<file path="src/rtl/common_regs_v2.sv">
`default_nettype none
// ============================================================================
// Module   : common_regs_v2
// Brief    : Common register page: version/caps, 64-bit counter with snapshot,
//            W1C event status with mask and irq, scratch registers.
// Revision : 2.0
// ============================================================================
module common_regs_v2 #(
  parameter int          C_S_AXI_DATA_WIDTH = 32,
  parameter int          C_S_AXI_ADDR_WIDTH = 12,
  parameter logic [3:0]  C_BASE             = 4'h0,
  parameter int          C_NUM_SCRATCH      = 4,
  parameter int          C_NUM_EVENTS       = 8,
  parameter logic [31:0] C_VERSION          = 32'h0002_0000,
  parameter logic [31:0] C_BUILD_DATE       = 32'h0
) (
  input  logic                            S_AXI_ACLK,
  input  logic                            S_AXI_ARESETN,
  input  logic [C_S_AXI_ADDR_WIDTH-1:0]   S_AXI_AWADDR,
  input  logic [C_S_AXI_DATA_WIDTH-1:0]   S_AXI_WDATA,
  input  logic [C_S_AXI_DATA_WIDTH/8-1:0] S_AXI_WSTRB,
  input  logic [C_S_AXI_ADDR_WIDTH-1:0]   S_AXI_ARADDR,
  input  logic                            common_reg_wren,
  input  logic                            common_reg_rden,
  input  logic [C_NUM_EVENTS-1:0]         evt_in,
  output logic [C_S_AXI_DATA_WIDTH-1:0]   common_reg_data,
  output logic                            common_reg_rvalid,
  output logic                            irq
);

  localparam logic [5:0] C_IDX_VERSION  = 6'h00;
  localparam logic [5:0] C_IDX_BUILD    = 6'h01;
  localparam logic [5:0] C_IDX_CAPS     = 6'h02;
  localparam logic [5:0] C_IDX_CTRL     = 6'h03;
  localparam logic [5:0] C_IDX_CNT_LO   = 6'h04;
  localparam logic [5:0] C_IDX_CNT_HI   = 6'h05;
  localparam logic [5:0] C_IDX_EVT_ST   = 6'h06;
  localparam logic [5:0] C_IDX_EVT_MASK = 6'h07;
  localparam logic [5:0] C_IDX_SCRATCH  = 6'h08;

  logic [5:0]  w_wr_idx;
  logic [5:0]  w_rd_idx;
  logic        w_wr_page;
  logic        w_rd_page;
  logic [31:0] w_lane_mask;
  logic [31:0] w_wdata_m;
  logic        w_wr_ctrl;
  logic        w_wr_evt_st;
  logic        w_wr_evt_mask;
  logic        w_cnt_clr;
  logic        w_rd_cnt_lo;
  logic        w_unused;

  logic        r_cnt_en;
  logic        r_irq_en;
  logic [63:0] r_cnt;
  logic [31:0] r_cnt_hi;

  logic [C_NUM_EVENTS-1:0] r_evt_d;
  logic                    r_evt_armed;
  logic [C_NUM_EVENTS-1:0] r_evt_status;
  logic [C_NUM_EVENTS-1:0] r_evt_mask;
  logic [C_NUM_EVENTS-1:0] w_evt_rise;
  logic [C_NUM_EVENTS-1:0] w_evt_clr;
  logic [31:0]             w_status32;
  logic [31:0]             w_mask32;
  logic [31:0]             w_mask_next;

  logic [31:0] r_scratch [C_NUM_SCRATCH];
  logic [31:0] w_scr_rd;
  logic [31:0] w_caps;
  logic [31:0] w_rd_data;

  assign w_unused  = ^{S_AXI_AWADDR, S_AXI_ARADDR};
  assign w_wr_idx  = S_AXI_AWADDR[7:2];
  assign w_rd_idx  = S_AXI_ARADDR[7:2];
  assign w_wr_page = common_reg_wren && (S_AXI_AWADDR[11:8] == C_BASE);
  assign w_rd_page = (S_AXI_ARADDR[11:8] == C_BASE);

  always_comb begin
    for (int b = 0; b < 4; b++) begin
      w_lane_mask[b*8 +: 8] = {8{S_AXI_WSTRB[b]}};
    end
  end
  assign w_wdata_m = S_AXI_WDATA & w_lane_mask;

  assign w_wr_ctrl     = w_wr_page && (w_wr_idx == C_IDX_CTRL);
  assign w_wr_evt_st   = w_wr_page && (w_wr_idx == C_IDX_EVT_ST);
  assign w_wr_evt_mask = w_wr_page && (w_wr_idx == C_IDX_EVT_MASK);
  assign w_cnt_clr     = w_wr_ctrl && S_AXI_WSTRB[0] && S_AXI_WDATA[1];
  assign w_rd_cnt_lo   = common_reg_rden && w_rd_page && (w_rd_idx == C_IDX_CNT_LO);

  always_ff @(posedge S_AXI_ACLK or negedge S_AXI_ARESETN) begin
    if (!S_AXI_ARESETN) begin
      r_cnt_en <= 1'b0;
      r_irq_en <= 1'b0;
    end else if (w_wr_ctrl && S_AXI_WSTRB[0]) begin
      r_cnt_en <= S_AXI_WDATA[0];
      r_irq_en <= S_AXI_WDATA[2];
    end
  end

  // Clear outranks increment; the snapshot only moves on a CNT_LO read.
  always_ff @(posedge S_AXI_ACLK or negedge S_AXI_ARESETN) begin
    if (!S_AXI_ARESETN) begin
      r_cnt    <= 64'd0;
      r_cnt_hi <= 32'd0;
    end else begin
      if (w_cnt_clr) begin
        r_cnt <= 64'd0;
      end else if (r_cnt_en) begin
        r_cnt <= r_cnt + 64'd1;
      end
      if (w_rd_cnt_lo) begin
        r_cnt_hi <= r_cnt[63:32];
      end
    end
  end

  // Edge detection is held off for one cycle after reset so levels already
  // high at release are not reported as events.
  assign w_evt_rise = evt_in & ~r_evt_d & {C_NUM_EVENTS{r_evt_armed}};
  assign w_evt_clr  = w_wr_evt_st ? w_wdata_m[C_NUM_EVENTS-1:0] : '0;

  always_comb begin
    w_status32 = '0;
    w_mask32   = '0;
    w_status32[C_NUM_EVENTS-1:0] = r_evt_status;
    w_mask32[C_NUM_EVENTS-1:0]   = r_evt_mask;
  end
  assign w_mask_next = (w_mask32 & ~w_lane_mask) | w_wdata_m;

  always_ff @(posedge S_AXI_ACLK or negedge S_AXI_ARESETN) begin
    if (!S_AXI_ARESETN) begin
      r_evt_d      <= '0;
      r_evt_armed  <= 1'b0;
      r_evt_status <= '0;
      r_evt_mask   <= '0;
      irq          <= 1'b0;
    end else begin
      r_evt_d      <= evt_in;
      r_evt_armed  <= 1'b1;
      r_evt_status <= (r_evt_status & ~w_evt_clr) | w_evt_rise;
      if (w_wr_evt_mask) begin
        r_evt_mask <= w_mask_next[C_NUM_EVENTS-1:0];
      end
      irq <= r_irq_en && (|(r_evt_status & r_evt_mask));
    end
  end

  genvar gi;
  generate
    for (gi = 0; gi < C_NUM_SCRATCH; gi++) begin : g_scratch
      always_ff @(posedge S_AXI_ACLK or negedge S_AXI_ARESETN) begin
        if (!S_AXI_ARESETN) begin
          r_scratch[gi] <= 32'd0;
        end else if (w_wr_page && (w_wr_idx == 6'(C_IDX_SCRATCH + gi))) begin
          r_scratch[gi] <= (r_scratch[gi] & ~w_lane_mask) | w_wdata_m;
        end
      end
    end
  endgenerate

  always_comb begin
    w_scr_rd = 32'd0;
    for (int i = 0; i < C_NUM_SCRATCH; i++) begin
      if (w_rd_idx == 6'(C_IDX_SCRATCH + i)) begin
        w_scr_rd = r_scratch[i];
      end
    end
  end

  always_comb begin
    w_caps        = 32'd0;
    w_caps[3:0]   = 4'(C_NUM_SCRATCH);
    w_caps[13:8]  = 6'(C_NUM_EVENTS);
  end

  always_comb begin
    w_rd_data = 32'd0;
    if (w_rd_page) begin
      case (w_rd_idx)
        C_IDX_VERSION:  w_rd_data = C_VERSION;
        C_IDX_BUILD:    w_rd_data = C_BUILD_DATE;
        C_IDX_CAPS:     w_rd_data = w_caps;
        C_IDX_CTRL:     w_rd_data = {29'd0, r_irq_en, 1'b0, r_cnt_en};
        C_IDX_CNT_LO:   w_rd_data = r_cnt[31:0];
        C_IDX_CNT_HI:   w_rd_data = r_cnt_hi;
        C_IDX_EVT_ST:   w_rd_data = w_status32;
        C_IDX_EVT_MASK: w_rd_data = w_mask32;
        default:        w_rd_data = w_scr_rd;
      endcase
    end
  end

  always_ff @(posedge S_AXI_ACLK or negedge S_AXI_ARESETN) begin
    if (!S_AXI_ARESETN) begin
      common_reg_data   <= '0;
      common_reg_rvalid <= 1'b0;
    end else begin
      common_reg_rvalid <= common_reg_rden;
      if (common_reg_rden) begin
        common_reg_data <= w_rd_data;
      end
    end
  end

endmodule
`default_nettype wire

</file>
<file path="config.mk">
export PLATFORM = sky130hd
export DESIGN_NAME = common_regs_v2
export DESIGN_NICKNAME = d
export VERILOG_FILES = /design/src/rtl/common_regs_v2.sv
export SDC_FILE = /design/constraint.sdc
export NUM_CORES = 1
export LEC_CHECK = 0
export CAP_MARGIN = 10
export CORE_MARGIN = 3
export CORE_UTILIZATION = 30
export CTS_CLUSTER_DIAMETER = 40
export CTS_CLUSTER_SIZE = 8
export DETAILED_ROUTE_END_ITERATION = 12
export SLEW_MARGIN = 15
export SYNTH_ARGS = -nofsm -noshare
export SYNTH_HDL_FRONTEND = slang
export SYNTH_SLANG_ARGS = --single-unit
export TNS_END_PERCENT = 5
</file>
<file path="constraint.sdc">
create_clock -name S_AXI_ACLK -period 2.2 [get_ports S_AXI_ACLK]
set_input_delay 0.55 -clock S_AXI_ACLK [delete_from_list [all_inputs] [get_ports S_AXI_ACLK]]
set_output_delay 0.55 -clock S_AXI_ACLK [all_outputs]
set_load 0.005 [all_outputs]
</file>
# After elaboration in Yosys (flattened, before gate mapping)
# Index checks and enable logic that the tools add are counted.
[totals]
wordCells = 80
output_inout_bits = 34
ff_bits = 285
in_bits = 72
[classes]
bitwise_logic = 19
n_eq_ne = 18
n_reduce_logical = 18
n_mux = 9
addsub = 1
[op_table]
columns = ["op", "n"]
rows = [
  ["$pmux 32 s8", 1],
  ["$and 32x32->32", 5],
  ["$mux 32", 5],
  ["$mux 64", 2],
  ["$or 32x32->32", 4],
  ["$add 64x1->64 const B", 1],
  ["$eq 6x4->1 const B", 8],
  ["$and 8x8->8", 5],
  ["$eq 6x3->1 const B", 6],
  ["$not 32->32", 1],
  ["$eq 6x2->1 const B", 3],
  ["$not 8->8", 2],
  ["$or 8x8->8", 2],
  ["$logic_and 1x1->1", 13],
  ["$logic_not 4->1", 2],
  ["$mux 8", 1],
  ["$reduce_or 8->1", 1],
  ["$eq 6x1->1 const B", 1],
  ["$logic_not 6->1", 1],
  ["$reduce_bool 2->1", 1],
]

# Longest topological paths before layout
# Gate-level depths: netlist of run 1.
[depth]
depth_word = 7
depth_mapped = 8
depth_no_buf = 6

# Worst setup path after synthesis of run 1
# Ideal clock, no wire load.
[synth_timing]
path_type = "input port to flip-flop"
from = "input S_AXI_ARADDR[4]"
to = "register r_cnt_hi[10]"
required_time_ps = 2075
path_slack_ps = -46
arrival_ps = 2121
setup_time_ps = 125
path_buffers = 3
cell_stages = 7
cell_sequence = "clkbuf_1 and2_1 clkbuf_1 nand2_1 nor2_1 clkbuf_1 mux2_2"
[synth_via]
elab_chain_cells = 2
[synth_rtl]
columns = ["element", "line", "text"]
rows = [
  ["start: declaration", "22", "input logic [C_S_AXI_ADDR_WIDTH-1:0] S_AXI_ARADDR,"],
  ["$eq 6x3->1", "91", "assign w_rd_cnt_lo = common_reg_rden && w_rd_page && (w_rd_idx == C_IDX_CNT_LO);"],
  ["$logic_and 1x1->1", "91", ""],
  ["end signal: assignment", "115", "r_cnt_hi <= r_cnt[63:32];"],
  ["end: declaration", "57", "logic [31:0] r_cnt_hi;"],
]
# Every way passes these cells.
# A chain may end at the register's enable or synchronous reset.

# Worst setup path after layout of run 1
[layout_timing]
from = "input S_AXI_AWADDR[9]"
to = "register r_cnt[30]"
[layout_via]
elab_chain_cells = 6
elab_cells_between_ends = 7
cone_classes = "mux: 1; reduce/logical: 6"
[layout_rtl]
columns = ["element", "line", "text"]
rows = [
  ["start: declaration", "19", "input logic [C_S_AXI_ADDR_WIDTH-1:0] S_AXI_AWADDR,"],
  ["$logic_not 4->1 (*)", "77", "assign w_wr_page = common_reg_wren && (S_AXI_AWADDR[11:8] == C_BASE);"],
  ["$logic_and 1x1->1 (*)", "77", ""],
  ["$logic_and 1x1->1 (*)", "87", "assign w_wr_ctrl = w_wr_page && (w_wr_idx == C_IDX_CTRL);"],
  ["$logic_and 1x1->1 (*) (2 in a row)", "90", "assign w_cnt_clr = w_wr_ctrl && S_AXI_WSTRB[0] && S_AXI_WDATA[1];"],
  ["$mux 64 / $reduce_bool 2->1 (equally long branches)", "n/a", ""],
  ["end signal: assignment", "112", "r_cnt <= r_cnt + 64'd1;"],
  ["end: declaration", "56", "logic [63:0] r_cnt;"],
]
# Mark *: on every way between the ends. The rest lies on a longest branch, timed or not.

==> results of run 1 <==
routing by layer:
layer	routed length (um)	GRT usage	vias up
li1	-	-	4788
met1	17400	0.227	5422
met2	19100	0.276	296
met3	2050	0.0274	67
met4	1310	0.0596	0
met5	0	0	-
placed cells by master (no fill, tap or decap), types with 15 or more instances in the layout:
cell,count
a21oi_1,37
a221oi_1,48
buf_12,15
buf_4,160
clkbuf_16,47
clkdlybuf4s50_1,98
dfrtp_1,282
inv_1,47
mux2_2,172
mux2i_1,27
nand2_1,94
nand3_1,22
nand4_1,38
nor2_1,46
o21ai_0,40
o31ai_1,18
o32ai_1,26
or4_1,20
xor2_1,18
power breakdown:
group | switching, uW | leakage [uW] | internal [uW]
Sequential | 137 | 0.00364 | 5410
Clock | 2330 | 0.000655 | 4120
Combinational | 1130 | 0.00346 | 896
Total | 3600 | 0.00775 | 10400
cell type report:
cell class / instances / area [um2]
multi-input cells: 743 / 5900
clock inverters: 4 / 55.1
flip-flops and latches: 285 / 7140
well taps: 585 / 732
repair buffers: 278 / 2530
inverters: 47 / 176
clock buffers: 61 / 1290
fillers: 4099 / 25600
what timing repair did:
action | 4_1_cts | 5_1_grt
hold buffers | 1 | 0
gates resized for setup | 0 | 18
buffers inserted | 0 | 6
endpoints found under the hold margin | 39 | 0
setup endpoints to repair | 0 | 49
per-stage QoR:
| stage | hold WS [ps] | cells | util | cell area (um2) | setup WS (ps) |
|---|---|---|---|---|---|
| detailed placement | 422 | 1931 | 0.376 | 16300 | -535 |
| finish | 416 | 2003 | 0.410 | 17800 | 81.6 |
| global route | 443 | 2003 | 0.410 | 17800 | -9.43 |
| global placement | 406 | 1931 | 0.376 | 16300 | -513 |
| CTS | 420 | 1997 | 0.407 | 17700 | 7.21 |
| floorplan | 254 | 1133 | - | 13300 | -45.6 |
worst paths after layout:
check | startpoint | to | slack [ps]
max in group asynchronous | S_AXI_ARESETN | asynchronous set/reset pin | 940
hold reg to reg | r_evt_d[6] | r_evt_status[6] | 420
setup reg to reg | r_cnt[25] | r_cnt[46] | 130
setup / recovery | S_AXI_AWADDR[9] | r_cnt[30] | 80
min in group asynchronous | S_AXI_ARESETN | r_cnt[5] | 560
hold / removal | r_evt_d[6] | r_evt_status[6] | 420
cell families (layout without fill, tap and decap cells):
group | after synthesis | count (layout) | share of synthesized area
other | 1 | 1 | 0.000281
AO/OA/AOI/OAI | 210 | 210 | 0.112
AND/OR/NAND/NOR | 293 | 293 | 0.118
buffers and inverters | 105 | 390 | 0.0304
adder cells (fa/ha/maj) | 1 | 1 | 0.000938
XOR/XNOR | 27 | 27 | 0.0177
flip-flops | 285 | 285 | 0.535
multiplexers | 211 | 211 | 0.186
==> impl_metrics.tcl, run 1 <==
set metrics [dict create \
    root_buffer "clkbuf_16" \
    hold_violations 0 \
    skew_ps 16.8 \
    syn_area_per_cell_um2 11.8 \
    via_count 10573 \
    r2r_cells 7 \
    critical_path.max_stage_delay_ps 460 \
    post-route-period-util 0.963 \
    syn_area_um2 13300 \
    synth_top_area_frac 0.535 \
    synth_seq_cells 285 \
    drcViolationCount 0 \
    core_area_um2 43500 \
    drt_iter0_markers 683 \
    io_pins 106 \
    fmax_mhz 472 \
    num-nets-final 1473 \
    slew_violations 0 \
    rows 76 \
    drt_wl_total_mm 39.9 \
    htreeDepth 2 \
    antenna_left 0 \
    syn2layout_area_growth_pct 33.5 \
    gr-total-overflow 0 \
    peakVddDrop_v 0.000618 \
    gr-usage-all-layers 0.168 \
    setup_viol 0 \
    synth.area.top_cells "dfrtp_1 (53%), mux2_2 (15%), a221oi_1 (3.2%)" \
    start_util 0.307 \
    cts_tree "done" \
    path_cells "clkdlybuf4s50_1 -> nor4b_4 -> and4_4 -> o211ai_1 -> buf_4 -> or4_1 -> a21oi_1" \
    first_pass_iters 5 \
    critPathRequiredTime_ps 2660 \
    cp-end-kind "flop" \
    power.leakage_uw 0.00775 \
    cp_slowest_cell "clkdlybuf4s50_1" \
    antenna_found_initial 0 \
    timing.slew.headroom 0.617 \
    layout_min_cycle_time_ps 2120 \
    grt_first_pass_wirelength_mm 62.5 \
    dp_hpwl_mm 28.6 \
    cts_buffer_depth 3 \
    yosysWarnings 0 \
    antenna_cells 0 \
    crit_path_start_kind "input port" \
    clk-insertion-delay-late_ps 540 \
    grt_pass1_vias 10828 \
    io_buffers 101 \
    yosysSeqAreaShare 0.535 \
    cts.sinks 285 \
    arrival_ps 2580 \
    crit_type "input port to flop" \
    status "complete, no violations" \
    synthTopCellsByCount "dfrtp_1 (285), mux2_2 (172), nand2_1 (94), a221oi_1 (48), nor2_1 (48)" \
    worstSetupPathDepth 7 \
    yosysUniqueCellTypes 56 \
    clk_pin_slew_ps 50 \
    synth_top_area_cell "dfrtp_1" \
    critPathBufInv 2 \
    tightest_slew_ps 574 \
    grt_max_degree 66 \
    holdPathStages 1 \
    die_h_um 217 \
    gp_congestion 0.838 \
    dieArea_um2 47000 \
    cts_buffers 45 \
    synthesis.instances 1133 \
    crit_fanout 6 \
    syn-num-nets 1206 \
    yosysMostFrequentCell "dfrtp_1" \
    synth-edff-count 0 \
    die_w_um 217 \
    tns_ps 0 \
    fin_total_pwr_uw 14000 \
    rsz0062_at_grt "true" \
    cp_top_family "simple AND/OR/NAND/NOR gates" \
    cap_violations 0 \
    avgViaCountPerCell 5.28 \
    synthArstFlopShare 1.00 \
    powerDensity_nw_per_um2 787 \
    drive_gt1_frac 0.315 \
    wl_per_cell_um 19.9 \
    hold_path_class "flop to flop" \
    synth-main-ff-cell "dfrtp_1" \
]
No activity file was read; power rests on OpenSTA's default activity.
==> run 2: changes to the inputs <==
- GPL_TIMING_DRIVEN: default -> 0
==> impl_metrics.tcl, run 2 (synthesized netlist as in run 1, its figures left out) <==
set metrics [dict create \
    io_pins 106 \
    cts_buffers 46 \
    wl_met2_mm 19.2 \
    grt_max_degree 88 \
    start_util 0.307 \
    top_layer_used "met5" \
    final_common_cell "dfrtp_1" \
    crit_path_start_kind "flop" \
    cts_tree "done" \
    fin_cells 1936 \
    tns_ps -1300 \
    num-nets-final 1405 \
    setup_viol 41 \
    r2r_cells 6 \
    fmax_mhz 431 \
    post-route-period-util 1.05 \
    skew_ps 17.1 \
    rows 76 \
    fill_cells 4152 \
    dp_slack_ps -1560 \
    clk-insertion-delay-late_ps 540 \
    timing.slew.headroom 0.512 \
    met1_length_mm 17.9 \
    cp_common_cell "nand4_1" \
    drcViolationCount 0 \
    drt_wl_total_mm 40.7 \
    io_buffers 99 \
    r2r_slack_ps -120 \
    gr-usage-all-layers 0.170 \
    hold_violations 0 \
    power.leakage_uw 0.00747 \
    drive_gt1_frac 0.309 \
    gr-total-overflow 0 \
    cap_violations 0 \
    antenna_cells 0 \
    syn2layout_area_growth_pct 30.7 \
    cts_buffer_depth 3 \
    holdPathStages 1 \
    avgViaCountPerCell 5.32 \
    final_cell_mix "dfrtp_1 (268), mux2_2 (172), clkdlybuf4s50_1 (88)" \
    powerDensity_nw_per_um2 810 \
    crit_fanout 4 \
    critical_path.max_stage_delay_ps 500 \
    setup_ws_ps -118 \
    root_buffer "clkbuf_16" \
    crit_type "flop to flop" \
    antenna_left 0 \
    die_h_um 217 \
    gp_congestion 0.870 \
    layout_min_cycle_time_ps 2320 \
    peakVddDrop_v 0.000418 \
    grt_pass1_vias 10568 \
    cp-end-kind "flop" \
    arrival_ps 2770 \
    route.met3.wl_mm 2.22 \
    final_util 0.401 \
    wl_per_cell_um 21.0 \
    htreeDepth 2 \
    status "complete, but fails checks" \
    first_pass_iters 5 \
    violations "negative setup slack" \
    via_count 10302 \
    dieArea_um2 47000 \
    critPathRequiredTime_ps 2650 \
    hold_path_class "flop to flop" \
    cp_slowest_cell "or4_4" \
    tightest_slew_ps 732 \
    drt_iter0_markers 740 \
    slew_violations 0 \
    core_area_um2 43500 \
    rsz0062_at_grt "true" \
    cts.sinks 285 \
    clk_pin_slew_ps 50 \
    path_cells "nand4_1 -> nor4_4 -> nand4_1 -> buf_4 -> or4_4 -> a21oi_1" \
    dp_hpwl_mm 28.9 \
    grt_first_pass_wirelength_mm 62.8 \
    placed_cells 1820 \
    die_w_um 217 \
    antenna_found_initial 1 \
]
==> run 2: path summary, 6_finish.rpt <==
path / from / endpoint
min in group asynchronous: S_AXI_ARESETN / r_evt_armed
setup reg to reg: r_cnt[39] / r_cnt[60]
hold reg to reg: r_evt_d[6] / r_evt_status[6]
hold / removal: r_evt_d[6] / r_evt_status[6]
max in group asynchronous: S_AXI_ARESETN / r_cnt[40]
setup / recovery: r_cnt[39] / r_cnt[60]
==> run 2: layout make-up <==
| cell class | count | area, um2 | area share |
|---|---|---|---|
| Clock buffer | 60 | 1330 | 0.0761 |
| Buffer | 57 | 322 | 0.0184 |
| Clock inverter | 7 | 65.1 | 0.00373 |
| Timing Repair Buffer | 152 | 1480 | 0.0849 |
| Tap cell | 585 | 732 | 0.0420 |
| Multi-Input combinational cell | 743 | 6180 | 0.355 |
| Inverter | 47 | 176 | 0.0101 |
| Sequential cell | 285 | 7150 | 0.410 |
==> run 2: per-layer routing <==
metal | up-vias | GRT usage
met1 | 5264 | 0.229
met3 | 79 | 0.0336
met4 | 2 | 0.0626
li1 | 4658 | -
met5 | - | 0
met2 | 299 | 0.275
==> run 2: power by group <==
part           total [uW]  leakage (uW)  switching, uW  internal, uW
registers            5620       0.00363            205          5410
logic                1880       0.00315           1100           780
clock network        6630      0.000683           2370          4260
total               14100       0.00747           3670         10500
==> run 2: timing repair <==
action / 4_1_cts / 5_1_grt
gates resized for setup: 79 / 85
hold buffers: 1 / 0
pin swaps: 19 / 40
endpoints found under the hold margin: 58 / 0
gates cloned: 0 / 1
setup endpoints to repair: 245 / 206
buffers inserted: 24 / 24
==> run 2: critical path, delay by kind of cell (launching register included) <==
family                 cells  cell delay (ps)
flip-flops                 1              410
AND/OR/NAND/NOR            4             1500
buffers and inverters      1              210
AO/OA/AOI/OAI              1              130
==> run 2: through the flow <==
step / power, uW / area (um2) / hold WS [ps]
final: 14100 / 17400 / 413
after floorplan: 6430 / 13300 / 254
after CTS: 14000 / 17000 / 412
after global routing: 14600 / 17400 / 442
after detailed placement: 7080 / 15200 / 417
after global placement: 7050 / 15100 / 407
==> run 3: changes to the inputs <==
- RECOVER_POWER: default -> 100
==> impl_metrics.tcl, run 3 (synthesized netlist as in run 1, its figures left out) <==
set metrics [dict create \
    status "complete, but fails checks" \
    violations "negative setup slack" \
    num-nets-final 1405 \
    gp_congestion 0.870 \
    arrival_ps 2800 \
    antenna_found_initial 1 \
    crit_type "flop to flop" \
    grt_pass1_vias 10568 \
    antenna_cells 0 \
    grt_first_pass_wirelength_mm 62.8 \
    grt.met3_usage 0.0336 \
    groute.layer.met2.usage 0.275 \
    tightest_slew_ps 876 \
    final_common_cell "dfrtp_1" \
    power.leakage_uw 0.00754 \
    tns_ps -1980 \
    die_w_um 217 \
    cts_buffers 46 \
    r2r_end "r_cnt[60]" \
    syn2layout_area_growth_pct 30.0 \
    crit_fanout 4 \
    wl_per_cell_um 21.0 \
    core_area_um2 43500 \
    setup_viol 50 \
    powerDensity_nw_per_um2 813 \
    layout_min_cycle_time_ps 2340 \
    drive_gt1_frac 0.307 \
    rsz0062_at_grt "true" \
    cp-end-kind "flop" \
    setup_ws_ps -145 \
    antenna_left 0 \
    post-route-period-util 1.07 \
    dp_hpwl_mm 28.9 \
    via_count 10285 \
    drt_iter0_markers 789 \
    io_buffers 99 \
    gr-total-overflow 0 \
    hold_path_class "flop to flop" \
    die_h_um 217 \
    hold_violations 0 \
    io_pins 106 \
    r2r_slack_ps -140 \
    peakVddDrop_v 0.000417 \
    critPathRequiredTime_ps 2650 \
    drt_wl_total_mm 40.6 \
    slew_violations 0 \
    avgViaCountPerCell 5.31 \
    crit_path_start_kind "flop" \
    fin_total_pwr_uw 14100 \
    cts_buffer_depth 3 \
    holdPathStages 1 \
    clk-insertion-delay-late_ps 540 \
    final_cell_mix "dfrtp_1 (269), mux2_2 (172), nand2_1 (77)" \
    timing.slew.headroom 0.416 \
    drcViolationCount 0 \
    hold_end "r_evt_status[6]" \
    clk_pin_slew_ps 50 \
    first_pass_iters 5 \
    root_buffer "clkbuf_16" \
    grt_max_degree 88 \
    cts.sinks 285 \
    htreeDepth 2 \
    cts_tree "done" \
    grt-busiest-layer "met2" \
    cap_violations 0 \
    hold_path.startpoint "r_evt_d[6]" \
    rows 76 \
    regToRegStartpoint "r_cnt[39]" \
    start_util 0.307 \
    fmax_mhz 426 \
    skew_ps 19.2 \
    r2r_cells 6 \
    dieArea_um2 47000 \
    grt_use_met1 0.229 \
    gr-usage-all-layers 0.170 \
]
-- run 3: worst max-delay path by stage --
stage	start	cells after the start	end
2_1_floorplan	S_AXI_ARADDR[4]	7	r_cnt_hi[10]
3_3_place_gp	S_AXI_ARESETN	1	asynchronous set/reset pin
3_5_place_dp	S_AXI_ARADDR[3]	7	common_reg_data[22]
4_1_cts	r_cnt[0]	7	r_cnt[52]
5_1_grt	r_cnt[39]	6	r_cnt[60]
6_report	r_cnt[39]	6	r_cnt[60]
-- run 3: area by class of cell --
type / instances / area (um2)
Buffer: 57 / 317
Clock buffer: 60 / 1330
Clock inverter: 7 / 65.1
Fill cell: 4168 / 26100
Inverter: 47 / 176
Multi-Input combinational cell: 743 / 6170
Sequential cell: 285 / 7150
Tap cell: 585 / 732
Timing Repair Buffer: 152 / 1410
-- run 3: worst max-delay path, cell delays in order, from the launching register on --
cell and delay, ps:
dfrtp_1 410, nand4_1 290, nor4_4 480, nand4_1 250, buf_4 210, or4_4 500
a21oi_1 130
-- run 3: repair_timing --
action / in CTS / in global routing
setup endpoints to repair: 245 / 206
pin swaps: 19 / 40
resized for setup: 79 / 85
gates cloned: 0 / 1
hold endpoints to repair: 58 / 0
hold buffers: 1 / 0
buffers inserted: 24 / 24
-- run 3: layer usage --
layer,wire (um),vias to the layer above
met1,17900,5255
met4,1360,2
li1,-,4659
met3,2190,79
met5,13,-
met2,19200,290
-- run 3: power breakdown --
| part | total (uW) | switching, uW | internal (uW) |
|---|---|---|---|
| Combinational | 1840 | 1090 | 757 |
| Clock | 6630 | 2370 | 4260 |
| Sequential | 5620 | 205 | 5410 |
-- run 3: stage by stage --
step / util / area, um2 / cells / hold slack [ps] / setup slack, ps
5_1_grt: 0.399 / 17300 / 1936 / 442 / -205
6_report: 0.399 / 17300 / 1936 / 413 / -145
3_5_place_dp: 0.349 / 15200 / 1820 / 417 / -1560
2_1_floorplan: - / 13300 / 1133 / 254 / -45.6
4_1_cts: 0.391 / 17000 / 1911 / 412 / -101
3_3_place_gp: 0.347 / 15100 / 1817 / 407 / -11800
